### config.mk
export PLATFORM = sky130hd
export DESIGN_NAME = uart_buffer_router
export DESIGN_NICKNAME = d
export VERILOG_FILES = /design/src/rtl/uart_buffer_router.sv
export SDC_FILE = /design/constraint.sdc
export NUM_CORES = 1
export LEC_CHECK = 0
export BUFFER_PORTS_ARGS = -buffer_cell sky130_fd_sc_hd__buf_2
export CORE_MARGIN = 5
export CORE_UTILIZATION = 50
export CTS_CLUSTER_DIAMETER = 60
export DETAILED_ROUTE_END_ITERATION = 10
export PLACE_DENSITY = 0.73
export SYNTH_ARGS = -nofsm -noshare
export SYNTH_HDL_FRONTEND = slang
export SYNTH_SLANG_ARGS = --single-unit
### constraint.sdc
create_clock -name i_clk -period 7.4 [get_ports i_clk]
set_input_delay 2.22 -clock i_clk [delete_from_list [all_inputs] [get_ports i_clk]]
set_output_delay 2.22 -clock i_clk [all_outputs]
set_load 0.02 [all_outputs]
### src/rtl/uart_buffer_router.sv
// Multi-channel UART store-and-forward router over one shared single-port RAM.
// Optional overflow-drop mode is enabled by defining UART_BUFFER_ROUTER_OVF_EN.
module uart_buffer_router #(
    parameter int NCH   = 4,
    parameter int DW    = 8,
    parameter int AW_CH = 4,
    localparam int CW   = $clog2(NCH)
) (
    input  logic                  i_clk,
    input  logic                  i_rst,
    input  logic [NCH-1:0]        i_rx_ready,
    input  logic [NCH*DW-1:0]     i_rx_data,
    output logic [NCH-1:0]        o_rx_read,
    input  logic [NCH-1:0]        i_tx_busy,
    output logic [NCH-1:0]        o_tx_write,
    output logic [DW-1:0]         o_tx_data,
    output logic [CW+AW_CH-1:0]   o_addr,
    output logic [DW-1:0]         o_wdata,
    input  logic [DW-1:0]         i_rdata,
    output logic                  o_we,
    output logic                  o_re,
    output logic [NCH-1:0]        o_empty,
    output logic [NCH-1:0]        o_ovf,
    input  logic [NCH-1:0]        i_ovf_clr
);

    typedef enum logic {RECV, SEND} state_t;

    localparam logic [AW_CH:0] FULL_LVL = {1'b1, {AW_CH{1'b0}}};

    state_t           state, state_next;
    logic [AW_CH:0]   wr_ptr [NCH];
    logic [AW_CH:0]   rd_ptr [NCH];
    logic [CW-1:0]    rr_rx, rr_tx, pend_ch;
    logic             pend_v;
    logic [NCH-1:0]   full, empty, rx_elig, tx_elig;
    logic             rx_gnt_v, tx_gnt_v, rx_store;
    logic [CW-1:0]    rx_gnt, tx_gnt;

    // Returns {valid, index} of the first set bit at or above start, wrapping.
    function automatic logic [CW:0] pick(input logic [NCH-1:0] elig, input logic [CW-1:0] start);
        int idx;
        pick = '0;
        for (int k = NCH - 1; k >= 0; k--) begin
            idx = (int'(start) + k) % NCH;
            if (elig[idx]) pick = {1'b1, CW'(idx)};
        end
    endfunction

    function automatic logic [CW-1:0] next_idx(input logic [CW-1:0] g);
        next_idx = (g == CW'(NCH - 1)) ? '0 : g + 1'b1;
    endfunction

    always_comb begin
        full  = '0;
        empty = '0;
        for (int i = 0; i < NCH; i++) begin
            full[i]  = (wr_ptr[i] - rd_ptr[i]) == FULL_LVL;
            empty[i] = wr_ptr[i] == rd_ptr[i];
        end
    end

`ifdef UART_BUFFER_ROUTER_OVF_EN
    assign rx_elig = i_rx_ready;
`else
    assign rx_elig = i_rx_ready & ~full;
`endif
    assign tx_elig = ~empty & ~i_tx_busy;

    assign {rx_gnt_v, rx_gnt} = (state == RECV) ? pick(rx_elig, rr_rx) : '0;
    assign {tx_gnt_v, tx_gnt} = (state == SEND) ? pick(tx_elig, rr_tx) : '0;
    // A granted full channel only happens in overflow mode: the byte is popped and dropped.
    assign rx_store = rx_gnt_v && !full[rx_gnt];

    always_ff @(posedge i_clk or negedge i_rst) begin
        if (!i_rst) state <= RECV;
        else        state <= state_next;
    end

    always_comb begin
        state_next = (state == RECV) ? SEND : RECV;
    end

    always_comb begin
        o_rx_read  = '0;
        o_tx_write = '0;
        o_we       = 1'b0;
        o_re       = 1'b0;
        o_addr     = '0;
        o_wdata    = '0;
        o_tx_data  = '0;
        if (rx_gnt_v) begin
            o_rx_read[rx_gnt] = 1'b1;
            if (rx_store) begin
                o_we    = 1'b1;
                o_addr  = {rx_gnt, wr_ptr[rx_gnt][AW_CH-1:0]};
                o_wdata = i_rx_data[rx_gnt*DW +: DW];
            end
        end
        if (state == RECV && pend_v) begin
            o_tx_write[pend_ch] = 1'b1;
            o_tx_data           = i_rdata;
        end
        if (tx_gnt_v) begin
            o_re   = 1'b1;
            o_addr = {tx_gnt, rd_ptr[tx_gnt][AW_CH-1:0]};
        end
    end

    always_ff @(posedge i_clk or negedge i_rst) begin
        if (!i_rst) begin
            for (int i = 0; i < NCH; i++) begin
                wr_ptr[i] <= '0;
                rd_ptr[i] <= '0;
            end
            rr_rx   <= '0;
            rr_tx   <= '0;
            pend_ch <= '0;
            pend_v  <= 1'b0;
        end else begin
            if (rx_gnt_v) rr_rx <= next_idx(rx_gnt);
            if (rx_store) wr_ptr[rx_gnt] <= wr_ptr[rx_gnt] + 1'b1;
            if (tx_gnt_v) begin
                rd_ptr[tx_gnt] <= rd_ptr[tx_gnt] + 1'b1;
                rr_tx          <= next_idx(tx_gnt);
                pend_ch        <= tx_gnt;
            end
            pend_v <= tx_gnt_v;
        end
    end

    assign o_empty = empty;

`ifdef UART_BUFFER_ROUTER_OVF_EN
    logic [NCH-1:0] ovf, ovf_set;

    always_comb begin
        ovf_set = '0;
        for (int i = 0; i < NCH; i++)
            ovf_set[i] = rx_gnt_v && !rx_store && (rx_gnt == CW'(i));
    end

    // Set has priority over a simultaneous clear.
    always_ff @(posedge i_clk or negedge i_rst) begin
        if (!i_rst) ovf <= '0;
        else        ovf <= (ovf & ~i_ovf_clr) | ovf_set;
    end

    assign o_ovf = ovf;
`else
    logic unused_ovf_clr;
    assign unused_ovf_clr = ^i_ovf_clr;
    assign o_ovf = '0;
`endif

endmodule

==> key figures <==
Outcome
  • Outcome: completed

Layout
  • Final instance area: roughly 0.0042 mm²
  • Leading cell type in the layout, fill and taps excluded: sky130_fd_sc_hd__buf_2
  • Post-route core utilization: approximately three fifths
  • Antenna cell count: 0
  • Count of non-filler cells in the finished layout: around 550
  • Multi-input logic area: around 0.0022 mm²
  • Area Growth Syn to Fin: 17.2%
  • Sequential standard cell area: 0.00120 mm²
  • Commonest non-fill, non-tap cells in the layout: sky130_fd_sc_hd__buf_2 (85), sky130_fd_sc_hd__dfrtp_1 (48), sky130_fd_sc_hd__nand2_1 (46), sky130_fd_sc_hd__inv_1 (33), sky130_fd_sc_hd__o21ai_0 (29)
  • Number of nets in the finished design: approximately 540
  • Fill cell instance count of the final layout: slightly above 600
  • Layout cells sized above 1: a little under 30%

Placed design
  • HPWL after detailed placement: 7.39 mm
  • Area post-placement: 0.00410 mm²
  • GP Congestion: just under 0.9
  • Quantity of I/O buffers inserted on ports: between 80 and 90
  • Inst Count DP: approximately 550

Worst setup path
  • Capture point of the worst path: o_addr[1]
  • Worst endpoint data arrival time: about 4.8 ns
  • Reg2Reg Launch Point: wr_ptr[6]
  • Worst Setup Path Type: primary input to output port
  • Startpoint kind of the worst setup timing path: primary input
  • Reg-to-reg endpoint: wr_ptr[4]
  • Max stage delay cell, worst path: sky130_fd_sc_hd__mux2i_1
  • Endpoint class of the critical path: output port
  • Required time of the critical path: 5.18 ns
  • Critical path's largest stage delay: ~0.64 ns
  • Worst R2R Path Depth: 14
  • Origin of the worst setup path: i_rx_ready[1]
  • Maximum fanout along the worst path: 14
  • Cells traversed along the worst timing path: buf_2, o31ai_1, a21o_1, inv_1, o32ai_1, a221oi_4, inv_4, mux2i_1, mux2i_1, a22o_1, buf_2
  • Setup slack, reg-to-reg: roughly 3.0 ns

STA
  • Period utilization: between 90% and 100%
  • Setup_tns: 0 ns
  • Transition time at the pin with the least slew margin: 1.08 ns
  • RSZ-0062 raised after global routing: no
  • Final Hold Vio Count: 0
  • Slew Limit Fails: 0
  • Number of setup violations in the final report: 0
  • Worst hold margin: 0.522 ns
  • Worst clock skew: around 0.005 ns
  • Rel. slew slack: between 20% and 30%
  • Clock period minus worst slack: 6.97 ns
  • Highest clock rate: 144 MHz

Die
  • Number of placement rows: 30
  • Initial standard-cell utilization of the core: 52.0%
  • Ports: 94
  • Horiz. Die Dim: 94.5 µm
  • Die Footprint: 0.00893 mm²
  • Die Span Y: ~94 µm
  • Floorplan core area: just under 0.007 mm²

Logic synthesis
  • Count of warnings emitted by yosys: 0
  • Primary flip-flop cell chosen by synthesis mapping: sky130_fd_sc_hd__dfrtp_1
  • Syn avg cell area: 9.67 µm²
  • Sequential share of the synthesized area: between 30% and 40%
  • Synthesized area: roughly 0.0036 mm²
  • Fraction of synthesis flops using an asynchronous set or reset pin: 100%
  • Post-synthesis register bit count: 48
  • Synthesized instance count: around 370
  • Number of flops mapped to enable cells by yosys: 0
  • Number of distinct standard cells referenced by the synthesized netlist: 55

Route
  • Total wire length: just over 9 mm
  • Wire length per cell after detailed routing: about 16 µm
  • Number of nets with antenna violations after routing: 0
  • Pre-antenna DRT Iters: 4
  • First DRT Iteration DRCs: about 190
  • DRC violation count after routing: 0
  • Vias post-DR: roughly 3000
  • Vias per inst: around 5.4

Clocking
  • Clock buffers created by TritonCTS: 5
  • CTS-repair resized insts: 0
  • Skew-Pair Late Insertion Delay: 0.30 ns
  • Deepest level of the CTS H-tree: 2
  • Clk sinks: 48
  • Cell at the root of the clock tree: sky130_fd_sc_hd__clkbuf_8
  • Post-CTS Setup Bufs: 0
  • Deepest clock path buffer count: 2
  • Clock-pin transition on the worst setup and hold timing paths: 0.09 ns
  • Clock tree from TritonCTS: yes
  • Number of buffers inserted for hold repair after clock tree synthesis: 0

GRT
  • Wire length of the first global-routing pass: between 10 and 15 mm
  • GRT overflow: 0
  • Antenna violations before repair: 0
  • Overall fraction of global-route tracks in use: a little over a fifth
  • Pin count of the biggest net entering global routing: 49
  • Via count of the first global-routing pass: just over 3000

Power and ir drop
  • Max rail drop VDD: slightly below 0.4 mV
  • Total power per unit cell area: 437 mW/mm²
  • Cell leakage power: around 2.2 nW

Flow run
  • Max-cap check violation count: 0

Hold path
  • Worst min path class: register to register
[worst max-delay path: cells and delay by family]
family | cells | cell delay (ns)
multiplexers | 2 | 0.75
AO/OA/AOI/OAI | 5 | 1.16
buffers and inverters | 4 | 0.61
[per-layer routing]
layer  vias to the layer above  global-route usage, %  part of all wire (%)
li1                       1472                      -                     -
met1                      1418                   29.0                    46
met2                        96                   35.7                    47
met3                        12                   2.95                   5.1
met4                         0                   5.29                   1.6
met5                         -                      0                     0
[state kept, by name, summed over array words and instances, names as in the netlist]
name,cells
rr_tx,2
pend_v,1
pend_ch,2
rr_rx,2
rd_ptr,20
wr_ptr,20
state,1
[cell usage after synthesis, types with 5 or more instances]
master                    instances  area [µm²]
sky130_fd_sc_hd__dfrtp_1         48        1200
sky130_fd_sc_hd__nand2_1         46         173
sky130_fd_sc_hd__inv_1           33         124
sky130_fd_sc_hd__o21ai_0         29         145
sky130_fd_sc_hd__ha_1            26         325
sky130_fd_sc_hd__and2_1          19         119
sky130_fd_sc_hd__mux2i_1         19         190
sky130_fd_sc_hd__mux2_2          13         146
sky130_fd_sc_hd__nand3_1         11        55.1
sky130_fd_sc_hd__nor2_1          11        41.3
sky130_fd_sc_hd__mux4_2          10         225
sky130_fd_sc_hd__xnor2_1         10        87.6
sky130_fd_sc_hd__a21oi_1          8        40.0
sky130_fd_sc_hd__xor2_1           8        70.1
sky130_fd_sc_hd__a21o_1           6        45.0
sky130_fd_sc_hd__a211o_1          5        43.8
sky130_fd_sc_hd__nand4_1          5        31.3
sky130_fd_sc_hd__nor2b_1          5        31.3
[per-stage QoR]
step | total power, mW | setup WS [ns]
after CTS | 1.83 | 0.418
after floorplan | 1.34 | 0.813
after global routing | 1.99 | 0.211
after global placement | 1.62 | 0.552
final | 1.83 | 0.434
after detailed placement | 1.66 | 0.429
[worst min path at each step]
stage / start / cells past startpoint / end / slack, ns
finish: rd_ptr[2] / 2 / rd_ptr[2] / 0.52
global placement: wr_ptr[0] / 2 / wr_ptr[0] / 0.49
global route: wr_ptr[5] / 2 / wr_ptr[5] / 0.54
CTS: wr_ptr[5] / 2 / wr_ptr[5] / 0.52
detailed placement: wr_ptr[5] / 2 / wr_ptr[5] / 0.50
floorplan: wr_ptr[0] / 2 / wr_ptr[0] / 0.47
[final cells by class]
cell class	instances	area share (%)
clock buffer	5	1.65
clock inverter	3	0.449
inverter	36	3.29
multi-input combinational	276	52.0
sequential	48	28.7
tap	96	2.87
timing repair buffer	90	11.1
[logic make-up (layout without fill, tap and decap cells)]
kind of cell / Yosys count / in the layout / synth area share [%]
adder cells (fa/ha/maj): 26 / 26 / 9.11
AO/OA/AOI/OAI: 71 / 71 / 14.3
AND/OR/NAND/NOR: 113 / 113 / 15.7
XOR/XNOR: 19 / 19 / 4.87
multiplexers: 43 / 43 / 16.5
flip-flops: 48 / 48 / 33.6
buffers and inverters: 48 / 134 / 5.78
other: 1 / 4 / 0.105
[report_power, final]
group	total, mW	internal [mW]	switching (mW)
logic	1.18	0.489	0.686
registers	0.496	0.380	0.117
clock network	0.155	0.0660	0.0886
No activity file was read; power rests on OpenSTA's default activity.
